==> config.mk <==
export PLATFORM = sky130hd
export DESIGN_NAME = lstm_window_feeder
export DESIGN_NICKNAME = d
export VERILOG_FILES = /design/src/rtl/lstm_window_feeder.sv
export SDC_FILE = /design/constraint.sdc
export NUM_CORES = 1
export LEC_CHECK = 0
export ABC_AREA = 1
export CORE_MARGIN = 2
export CORE_UTILIZATION = 55
export CTS_BUF_LIST = sky130_fd_sc_hd__clkbuf_16
export DETAILED_ROUTE_END_ITERATION = 8
export DONT_BUFFER_PORTS = 1
export PLACE_DENSITY = 0.75
export SYNTH_ARGS = -nofsm -noshare
export SYNTH_HDL_FRONTEND = slang
export SYNTH_SLANG_ARGS = --single-unit
export TNS_END_PERCENT = 5
==> constraint.sdc <==
create_clock -name clk -period 3.25 [get_ports clk]
set_clock_uncertainty 0.1 [all_clocks]
set_input_delay 0.65 -clock clk [delete_from_list [all_inputs] [get_ports clk]]
set_output_delay 0.65 -clock clk [all_outputs]
set_load 0.01 [all_outputs]
==> src/rtl/lstm_window_feeder.sv <==
// rtl/lstm_window_feeder.sv - sliding 4-sample window launcher and in-order result FIFO for the 4-step LSTM pipeline
// Define LSTM_FEEDER_CELL_OUT_EN to buffer c4 alongside h4 and expose m_c.
module lstm_window_feeder #(
  parameter int WIDTH = 18,
  parameter int DEPTH = 8
) (
  input  logic             clk,
  input  logic             rst,
  input  logic             s_valid,
  output logic             s_ready,
  input  logic [WIDTH-1:0] s_data,
  input  logic             flush,
  output logic [WIDTH-1:0] x1,
  output logic [WIDTH-1:0] x2,
  output logic [WIDTH-1:0] x3,
  output logic [WIDTH-1:0] x4,
  input  logic [WIDTH-1:0] h4_in,
  input  logic [WIDTH-1:0] c4_in,
  output logic             m_valid,
  input  logic             m_ready,
`ifdef LSTM_FEEDER_CELL_OUT_EN
  output logic [WIDTH-1:0] m_c,
`endif
  output logic [WIDTH-1:0] m_h
);

  localparam int PW = (DEPTH > 1) ? $clog2(DEPTH) : 1;
  localparam int CW = $clog2(DEPTH + 1);
  localparam int SW = CW + 4;
`ifdef LSTM_FEEDER_CELL_OUT_EN
  localparam int EW = 2 * WIDTH;
`else
  localparam int EW = WIDTH;
`endif

  logic [3:0][WIDTH-1:0]     w_q, w_d;
  logic [2:0]                fill_q, fill_d;
  logic [4:0]                v_q, v_d;
  logic [WIDTH-1:0]          x1_q, x1_d, x2_q, x2_d, x3_q, x3_d, x4_q, x4_d;
  logic [WIDTH-1:0]          p2_q, p2_d, p3a_q, p3a_d, p3b_q, p3b_d;
  logic [WIDTH-1:0]          p4a_q, p4a_d, p4b_q, p4b_d, p4c_q, p4c_d;
  logic [DEPTH-1:0][EW-1:0]  mem_q, mem_d;
  logic [PW-1:0]             wr_q, wr_d, rd_q, rd_d;
  logic [CW-1:0]             cnt_q, cnt_d;

  logic [2:0]    inflight;
  logic [SW-1:0] pending;
  logic          accept, launch, push, pop;
  logic [EW-1:0] entry, head;

  // Admission reserves a FIFO slot for every window still in the pipeline.
  always_comb begin
    inflight = 3'(v_q[0]) + 3'(v_q[1]) + 3'(v_q[2]) + 3'(v_q[3]) + 3'(v_q[4]);
    pending  = SW'(inflight) + SW'(cnt_q);
    s_ready  = !flush && ((fill_q < 3'd3) || (pending < SW'(DEPTH)));
    accept   = s_valid && s_ready;
    launch   = accept && (fill_q >= 3'd3);
    push     = v_q[4];
    pop      = m_valid && m_ready;
  end

  always_comb begin
    w_d    = w_q;
    fill_d = fill_q;
    if (flush) begin
      w_d    = '0;
      fill_d = '0;
    end else if (accept) begin
      w_d[0] = w_q[1];
      w_d[1] = w_q[2];
      w_d[2] = w_q[3];
      w_d[3] = s_data;
      if (fill_q != 3'd4) begin
        fill_d = fill_q + 3'd1;
      end
    end
  end

  // Each later element rides extra delay stages so stage k sees its day in cycle k-1.
  always_comb begin
    v_d   = {v_q[3:0], launch};
    x1_d  = launch ? w_q[1] : '0;
    p2_d  = launch ? w_q[2] : '0;
    p3a_d = launch ? w_q[3] : '0;
    p4a_d = launch ? s_data : '0;
    x2_d  = p2_q;
    p3b_d = p3a_q;
    x3_d  = p3b_q;
    p4b_d = p4a_q;
    p4c_d = p4b_q;
    x4_d  = p4c_q;
  end

`ifdef LSTM_FEEDER_CELL_OUT_EN
  assign entry = {c4_in, h4_in};
`else
  logic unused_c4;
  assign unused_c4 = ^c4_in;
  assign entry     = h4_in;
`endif

  always_comb begin
    mem_d = mem_q;
    wr_d  = wr_q;
    rd_d  = rd_q;
    cnt_d = cnt_q;
    if (push) begin
      mem_d[wr_q] = entry;
      wr_d        = (wr_q == PW'(DEPTH - 1)) ? '0 : wr_q + PW'(1);
    end
    if (pop) begin
      rd_d = (rd_q == PW'(DEPTH - 1)) ? '0 : rd_q + PW'(1);
    end
    if (push && !pop) begin
      cnt_d = cnt_q + CW'(1);
    end else if (pop && !push) begin
      cnt_d = cnt_q - CW'(1);
    end
  end

  always_ff @(posedge clk) begin
    if (rst) begin
      w_q    <= '0;
      fill_q <= '0;
      v_q    <= '0;
      x1_q   <= '0;
      x2_q   <= '0;
      x3_q   <= '0;
      x4_q   <= '0;
      p2_q   <= '0;
      p3a_q  <= '0;
      p3b_q  <= '0;
      p4a_q  <= '0;
      p4b_q  <= '0;
      p4c_q  <= '0;
      wr_q   <= '0;
      rd_q   <= '0;
      cnt_q  <= '0;
    end else begin
      w_q    <= w_d;
      fill_q <= fill_d;
      v_q    <= v_d;
      x1_q   <= x1_d;
      x2_q   <= x2_d;
      x3_q   <= x3_d;
      x4_q   <= x4_d;
      p2_q   <= p2_d;
      p3a_q  <= p3a_d;
      p3b_q  <= p3b_d;
      p4a_q  <= p4a_d;
      p4b_q  <= p4b_d;
      p4c_q  <= p4c_d;
      wr_q   <= wr_d;
      rd_q   <= rd_d;
      cnt_q  <= cnt_d;
    end
  end

  // Storage needs no reset: occupancy gates everything read from it.
  always_ff @(posedge clk) begin
    mem_q <= mem_d;
  end

  // The oldest sample is shifted out but never launched.
  logic unused_w0;
  assign unused_w0 = ^w_q[0];

  assign x1      = x1_q;
  assign x2      = x2_q;
  assign x3      = x3_q;
  assign x4      = x4_q;
  assign m_valid = (cnt_q != '0);
  assign head    = mem_q[rd_q];
  assign m_h     = m_valid ? head[WIDTH-1:0] : '0;
`ifdef LSTM_FEEDER_CELL_OUT_EN
  assign m_c     = m_valid ? head[EW-1:WIDTH] : '0;
`endif

endmodule
==> results_dict.tcl, run 1 <==
set metrics [dict create \
    cp.required_ns 2.50 \
    drive_above_1_share 0.0742 \
    worst_r2r_path_depth 15 \
    filler_cell_count 1948 \
    die-area_um2 26300 \
    regToRegEndpoint "p3a_q[7]$_SDFF_PP0_" \
    tritoncts "yes" \
    clock.fmax_mhz 314 \
    grt_setup_unrepaired "true" \
    synth_compound_area_frac 0.0691 \
    rows 57 \
    synth_adder_area_share 0.0162 \
    power_switching_uw 3010 \
    tritoncts.num_buffers 38 \
    biggestRegsByFlops "mem_q: 144 flops, w_q: 54 flops" \
    place.detailed.instances 1688 \
    wl_per_cell_um 14.8 \
    postSynthRegisterBits 396 \
    yosys.cell_types.count 28 \
    cts.path.max_buffers 3 \
    critical_path.endpoint_type "output port" \
    floorplan.initialDensity 0.563 \
    global_route_wire_length_before_repair_mm 41.6 \
    cts.clk_slew.worst_paths_ns 0.06 \
    p_int_uw 8050 \
    yosys_warnings 0 \
    timing.max_cap.violations 0 \
    synth_top_cells_by_area "sky130_fd_sc_hd__dfxtp_1 37%, sky130_fd_sc_hd__edfxtp_1 31%, sky130_fd_sc_hd__nor2_1 10%" \
    syn-cell-area_um2 13700 \
    part_of_the_power_in_the_clock_network 0.356 \
    power_uw 11100 \
    gr-total-overflow 0 \
    drtIter0Drc 643 \
    criticalPathCategory "reg2out" \
    drt-pass1-iter-count 7 \
    clkLatencyLatePin_ns 0.52 \
    drv_slew 0 \
    synth_xor_xnor_area_share 0.000638 \
    avgViaCountPerCell 4.86 \
    post_synthesis_average_cell_area_um2 9.84 \
    worst_setup_slack_for_register_to_register_paths_ns 0.33 \
    cts.repair_timing.setup_buffer_count 0 \
    worstHoldPathType "in2reg" \
    largest_family_of_logic_cells_by_synthesized_area "simple AND/OR/NAND/NOR gates" \
    number_of_global_route_vias_before_repair 8315 \
    core_area_um2 24400 \
    floorplan.die.width_um 162 \
    p_per_area_nw_per_um2 728 \
    cts_num_sinks 396 \
    multi_input_area_um2 3120 \
    final_critical_path_setup_slack_ns 0.0668 \
    drc 0 \
    worstSetupEndpoint "s_ready" \
    grt_start_max_net_pins 119 \
    final_antenna_violating_net_count 0 \
    io_buffers 0 \
    seq_area_frac_synth 0.682 \
    asyncSetResetFlopFracSynth 0 \
    storage_element_area_um2 9370 \
    antenna_found_initial 0 \
    crit_fanout 2 \
    overall_die_height_um 162 \
    ir_drop_mv 0.398 \
    insertedDiodeCount 0 \
    power.leakage_uw 0.00594 \
    worstMarginPinSlew_ns 0.828 \
    swShare 0.272 \
    layout_worst_path_cycle_share 0.979 \
    finish.cell_count_without_fillers 1753 \
    nets 1479 \
    worst_slew_margin 0.446 \
    finalWeightedCongestion 0.798 \
    final_period_minus_worst_setup_slack_ns 3.18 \
    syn_inst 1396 \
    synth_mux_area_frac 0 \
    critical_path_arrival_ns 2.43 \
    vias 8519 \
    grtUsageTotal 0.200 \
    worstSetupStartpointType "register" \
    place_worst_setup_slack_ns 0.286 \
    netlist.top_cell.by_area "sky130_fd_sc_hd__dfxtp_1" \
    ioPinCount 151 \
    largest_register_ffs 144 \
    max_flop_register "mem_q" \
    syn-num-nets 1471 \
    hpwlAfterDp_mm 16.0 \
    wirelength_mm 26.0 \
    synth_largest_type_area_fraction 0.367 \
    most_instantiated_flip_flop_cell_in_the_synthesis_netlist "sky130_fd_sc_hd__dfxtp_1" \
    hold_buffers 0 \
    htree_levels 2 \
    setup-tns-final_ns 0 \
    synth_edf_count 144 \
    synth-simple-area-share 0.139 \
    status "complete, no violations" \
    setup_violations 0 \
    clk_root_buffer_cell "sky130_fd_sc_hd__clkbuf_16" \
    power.combinational.fraction 0.170 \
    critical_path.reg2reg.startpoint "v_q[3]$_SDFF_PP0_" \
    timing_hold_violations_final 0 \
    critPathLaunch "v_q[3]$_SDFF_PP0_" \
    area_growth_syn_to_layout_pct 10.7 \
    power_frac_seq 0.474 \
]
## power groups by stage
stage	clock network (uW)	registers (uW)	logic, uW
floorplan	0	5340	1330
global placement	0	5350	1810
detailed placement	0	5350	1870
finish	3940	5250	1880
CTS	4010	5240	1880
global route	4230	5250	2120
## synth_stat cells (2+ instances only)
master                     count
sky130_fd_sc_hd__o21ai_1      10
sky130_fd_sc_hd__fa_1          3
sky130_fd_sc_hd__nor2_2       11
sky130_fd_sc_hd__inv_2         3
sky130_fd_sc_hd__nand2_1      99
sky130_fd_sc_hd__o22ai_1      18
sky130_fd_sc_hd__nand3_1       4
sky130_fd_sc_hd__dfxtp_1     252
sky130_fd_sc_hd__buf_4         4
sky130_fd_sc_hd__edfxtp_1    144
sky130_fd_sc_hd__clkbuf_2      2
sky130_fd_sc_hd__clkinv_1      2
sky130_fd_sc_hd__a211oi_1      2
sky130_fd_sc_hd__buf_1         5
sky130_fd_sc_hd__nor2_1      380
sky130_fd_sc_hd__a31oi_1      18
sky130_fd_sc_hd__ha_1         13
sky130_fd_sc_hd__o21ai_0     120
sky130_fd_sc_hd__buf_2        22
sky130_fd_sc_hd__a21oi_1      10
sky130_fd_sc_hd__buf_6         9
sky130_fd_sc_hd__clkbuf_1     23
sky130_fd_sc_hd__inv_1       237
## routing by layer
metal / vias up / part of all wire / track usage
met3: 47 / 0.071 / 0.0546
met5: - / 0 / 0
met2: 208 / 0.49 / 0.344
li1: 4327 / - / -
met1: 3937 / 0.41 / 0.245
met4: 0 / 0.028 / 0.0644
## logic make-up after synthesis
| kind of cell | Yosys count |
|---|---|
| and+or+nand+nor | 496 |
| DFF | 396 |
| xor gates and xnor gates | 1 |
| buffers and inverters | 308 |
| adders and majority gates | 16 |
| AOI/OAI and AO/OA | 179 |
## cells in the final DEF, fill, tap and decap left out
cell type and count:
sky130_fd_sc_hd__inv_1 246, sky130_fd_sc_hd__fa_2 1, sky130_fd_sc_hd__dfxtp_1 249, sky130_fd_sc_hd__inv_6 2, sky130_fd_sc_hd__o22ai_1 18, sky130_fd_sc_hd__clkinv_8 1, sky130_fd_sc_hd__nand2_2 1, sky130_fd_sc_hd__nor2_4 1
sky130_fd_sc_hd__dfxtp_2 3, sky130_fd_sc_hd__edfxtp_1 144, sky130_fd_sc_hd__nor2_1 379, sky130_fd_sc_hd__a31oi_1 18, sky130_fd_sc_hd__clkinvlp_4 1, sky130_fd_sc_hd__buf_4 31, sky130_fd_sc_hd__buf_12 2, sky130_fd_sc_hd__a21oi_4 1
sky130_fd_sc_hd__o21ai_2 1, sky130_fd_sc_hd__clkbuf_16 38, sky130_fd_sc_hd__clkinv_2 5, sky130_fd_sc_hd__ha_1 13, sky130_fd_sc_hd__nand2_1 98, sky130_fd_sc_hd__nor2_2 11, sky130_fd_sc_hd__inv_2 3, sky130_fd_sc_hd__bufinv_16 1
sky130_fd_sc_hd__nand3_4 1, sky130_fd_sc_hd__nand4_1 1, sky130_fd_sc_hd__clkinv_4 1, sky130_fd_sc_hd__o21ai_1 10, sky130_fd_sc_hd__fa_1 2, sky130_fd_sc_hd__a21oi_1 9, sky130_fd_sc_hd__a211oi_1 2, sky130_fd_sc_hd__o21ai_0 120
sky130_fd_sc_hd__nand3_1 4, sky130_fd_sc_hd__clkinv_1 9, sky130_fd_sc_hd__xor2_1 1, sky130_fd_sc_hd__buf_6 1
## worst min path at each step
stage,slack [ns],depth (start not counted),end,start
final,0.11,1,x2[4]$_SDFF_PP0_,rst
after global placement,0.29,2,x4[4]$_SDFF_PP0_,p4c_q[4]$_SDFF_PP0_
after CTS,0.09,1,wr_q[1]$_SDFFE_PP0P_,rst
after detailed placement,0.29,2,x3[17]$_SDFF_PP0_,p3b_q[17]$_SDFF_PP0_
after global routing,0.09,1,x2[13]$_SDFF_PP0_,rst
after floorplan,0.29,2,p3b_q[0]$_SDFF_PP0_,p3a_q[0]$_SDFF_PP0_
## layout make-up
type	instances	share of cell area
inverter	242	0.0598
clock inverter	27	0.0108
multi-input combinational	692	0.205
sequential	396	0.617
timing repair buffer	34	0.0187
clock buffer	38	0.0626
tap	324	0.0267
## metrics by stage
step | area (um2) | util | hold slack [ns]
2_1_floorplan | 13700 | - | 0.288
3_5_place_dp | 14100 | 0.577 | 0.292
5_1_grt | 15200 | 0.623 | 0.0857
4_1_cts | 15200 | 0.623 | 0.0922
6_report | 15200 | 0.623 | 0.111
3_3_place_gp | 14100 | 0.577 | 0.289
## worst max-delay path, cell delays in order (launching register included)
cell and delay, ns:
sky130_fd_sc_hd__dfxtp_2 0.32, sky130_fd_sc_hd__fa_1 0.54, sky130_fd_sc_hd__inv_1 0.05, sky130_fd_sc_hd__fa_2 0.33, sky130_fd_sc_hd__inv_2 0.05, sky130_fd_sc_hd__ha_1 0.21, sky130_fd_sc_hd__nand3_1 0.08, sky130_fd_sc_hd__nand2_1 0.05
sky130_fd_sc_hd__nand2_1 0.06, sky130_fd_sc_hd__nand2_2 0.08, sky130_fd_sc_hd__a21oi_4 0.16
## what timing repair did
action	in CTS	in global routing
pin swaps	2	1
setup endpoints to repair	1	6
resized for setup	6	3
No activity file was read; power rests on OpenSTA's default activity.
==> run 2: changes to the inputs <==
SKIP_CTS_REPAIR_TIMING = 1   (was unset)
==> run 2 against run 1 <==
Die area unchanged. Setup slack got worse by 0.044 ns. Non-clock buffer count unchanged. Count of clock-buffer cells in the layout unchanged. Sequential power about the same. Fmax decreased by 1.4%. Sequential cell count unchanged. Routed wire length increased by 0.26%. Hold slack got worse by 0.00050 ns. Cell area unchanged.
==> results_dict.tcl, run 2 (synthesized netlist as in run 1, its figures left out) <==
set metrics [dict create \
    cpMostUsedCell "sky130_fd_sc_hd__nand2_1" \
    avgViaCountPerCell 4.88 \
    critical_path.reg2reg.startpoint "v_q[1]$_SDFF_PP0_" \
    tritoncts.num_buffers 38 \
    max_stage_delay_cell_worst_path "sky130_fd_sc_hd__fa_1" \
    biggestRegsByFlops "mem_q: 144 flops, w_q: 54 flops" \
    rows 57 \
    cp.required_ns 2.50 \
    io_buffers 0 \
    die-area_um2 26300 \
    slowest_stage_delay_cp_ns 0.55 \
    final_antenna_violating_net_count 0 \
    critical_path_arrival_ns 2.48 \
    timing_hold_violations_final 0 \
    critical_path.endpoint_type "output port" \
    layout.cells.most_common_list "379 x sky130_fd_sc_hd__nor2_1, 249 x sky130_fd_sc_hd__dfxtp_1, 246 x sky130_fd_sc_hd__inv_1, 144 x sky130_fd_sc_hd__edfxtp_1, 120 x sky130_fd_sc_hd__o21ai_0" \
    gr-total-overflow 0 \
    final_period_minus_worst_setup_slack_ns 3.23 \
    power.leakage_uw 0.00594 \
    worst_slew_margin 0.436 \
    p_per_area_nw_per_um2 728 \
    power_uw 11100 \
    ioPinCount 151 \
    core_area_um2 24400 \
    most_frequent_standard_cell_in_the_layout_excluding_fill_and_tap_cells "sky130_fd_sc_hd__nor2_1" \
    nets 1479 \
    wl_per_cell_um 14.9 \
    power_frac_seq 0.474 \
    drt-pass1-iter-count 7 \
    swShare 0.273 \
    power_switching_uw 3020 \
    hpwlAfterDp_mm 16.0 \
    grt_start_max_net_pins 119 \
    clkLatencyLatePin_ns 0.52 \
    worstMarginPinSlew_ns 0.844 \
    number_of_global_route_vias_before_repair 8307 \
    insertedDiodeCount 0 \
    path_cells "fa_1, inv_1, fa_2, inv_2, ha_1, nand3_1, nand2_1, nand2_1, nand2_2, a21oi_4" \
    worstSetupStartpointType "register" \
    p_int_uw 8050 \
    filler_cell_count 1951 \
    drive_above_1_share 0.0742 \
    grtUsageTotal 0.200 \
    tritoncts "yes" \
    worst_setup_slack_for_register_to_register_paths_ns 0.32 \
    regToRegEndpoint "p3a_q[6]$_SDFF_PP0_" \
    antenna_found_initial 0 \
    floorplan.initialDensity 0.563 \
    grt_setup_unrepaired "true" \
    criticalPathCategory "reg2out" \
    timing.max_cap.violations 0 \
    max_flop_register "mem_q" \
    power.combinational.fraction 0.170 \
    drtIter0Drc 665 \
    part_of_the_power_in_the_clock_network 0.356 \
    global_route_wire_length_before_repair_mm 41.6 \
    cts_num_sinks 396 \
    overall_die_height_um 162 \
    clock.fmax_mhz 310 \
    cts.clk_slew.worst_paths_ns 0.06 \
    wirelength_mm 26.1 \
    setup_violations 0 \
    critPathLaunch "v_q[1]$_SDFF_PP0_" \
    worstHoldPathType "in2reg" \
    ir_drop_mv 0.396 \
    largest_register_ffs 144 \
    clk_root_buffer_cell "sky130_fd_sc_hd__clkbuf_16" \
    drv_slew 0 \
    layout_worst_path_cycle_share 0.993 \
    postLayoutCoreUtil 0.623 \
    worst_r2r_path_depth 15 \
    crit_fanout 2 \
    floorplan.die.width_um 162 \
    cts.path.max_buffers 3 \
    htree_levels 2 \
    worstSetupEndpoint "s_ready" \
    finalWeightedCongestion 0.798 \
    drc 0 \
    setup-tns-final_ns 0 \
    area_growth_syn_to_layout_pct 10.7 \
    vias 8546 \
    status "complete, no violations" \
]
run 2: cell counts in the layout (fill, tap and decap cells not counted):
No cell type changed its count.
run 2: through the flow:
stage	setup WS [ns]	instance area, um2	std cells	hold WS [ns]
finish	0.0225	15200	1753	0.111
global route	-0.109	15200	1753	0.0857
CTS	-0.136	15200	1753	0.0922
detailed placement	0.286	14100	1688	0.292
global placement	0.359	14100	1688	0.289
floorplan	0.591	13700	1396	0.288
run 2: area by class of cell:
class                      instances  area [um2]  share of cell area
clock inverter                    27         164              0.0108
sequential                       396        9370               0.617
inverter                         242         910              0.0598
clock buffer                      38         951              0.0626
timing repair buffer              34         284              0.0187
tap                              324         405              0.0267
multi-input combinational        692        3120               0.205
run 2: worst min path at each step:
stage               depth (start not counted)  slack (ns)            startpoint              endpoint
floorplan                                   2        0.29   p3a_q[0]$_SDFF_PP0_   p3b_q[0]$_SDFF_PP0_
global placement                            2        0.29   p4c_q[4]$_SDFF_PP0_      x4[4]$_SDFF_PP0_
detailed placement                          2        0.29  p3b_q[17]$_SDFF_PP0_     x3[17]$_SDFF_PP0_
CTS                                         1        0.09                   rst  wr_q[1]$_SDFFE_PP0P_
global route                                1        0.09                   rst     x2[13]$_SDFF_PP0_
finish                                      1        0.11                   rst      x2[4]$_SDFF_PP0_
run 2: power groups by stage:
stage | logic [uW] | registers (uW) | clock network, uW
global route | 2120 | 5250 | 4230
finish | 1880 | 5240 | 3950
global placement | 1810 | 5350 | 0
floorplan | 1330 | 5340 | 0
detailed placement | 1870 | 5350 | 0
CTS | 1880 | 5240 | 4010
run 2: worst max-delay path: cells and delay by family (launching register included):
family	cells	cell delay (ns)
adder cells (fa/ha/maj)	3	1.09
flip-flops	1	0.33
AND/OR/NAND/NOR	4	0.27
AO/OA/AOI/OAI	1	0.18
buffers and inverters	2	0.11
run 2: per-layer routing:
| metal | GRT usage | vias to the layer above | routed length (um) |
|---|---|---|---|
| met5 | 0 | - | 0 |
| met4 | 0.0644 | 0 | 719 |
| met3 | 0.0546 | 47 | 1900 |
| met2 | 0.343 | 207 | 12800 |
| met1 | 0.245 | 3969 | 10700 |
| li1 | - | 4323 | - |
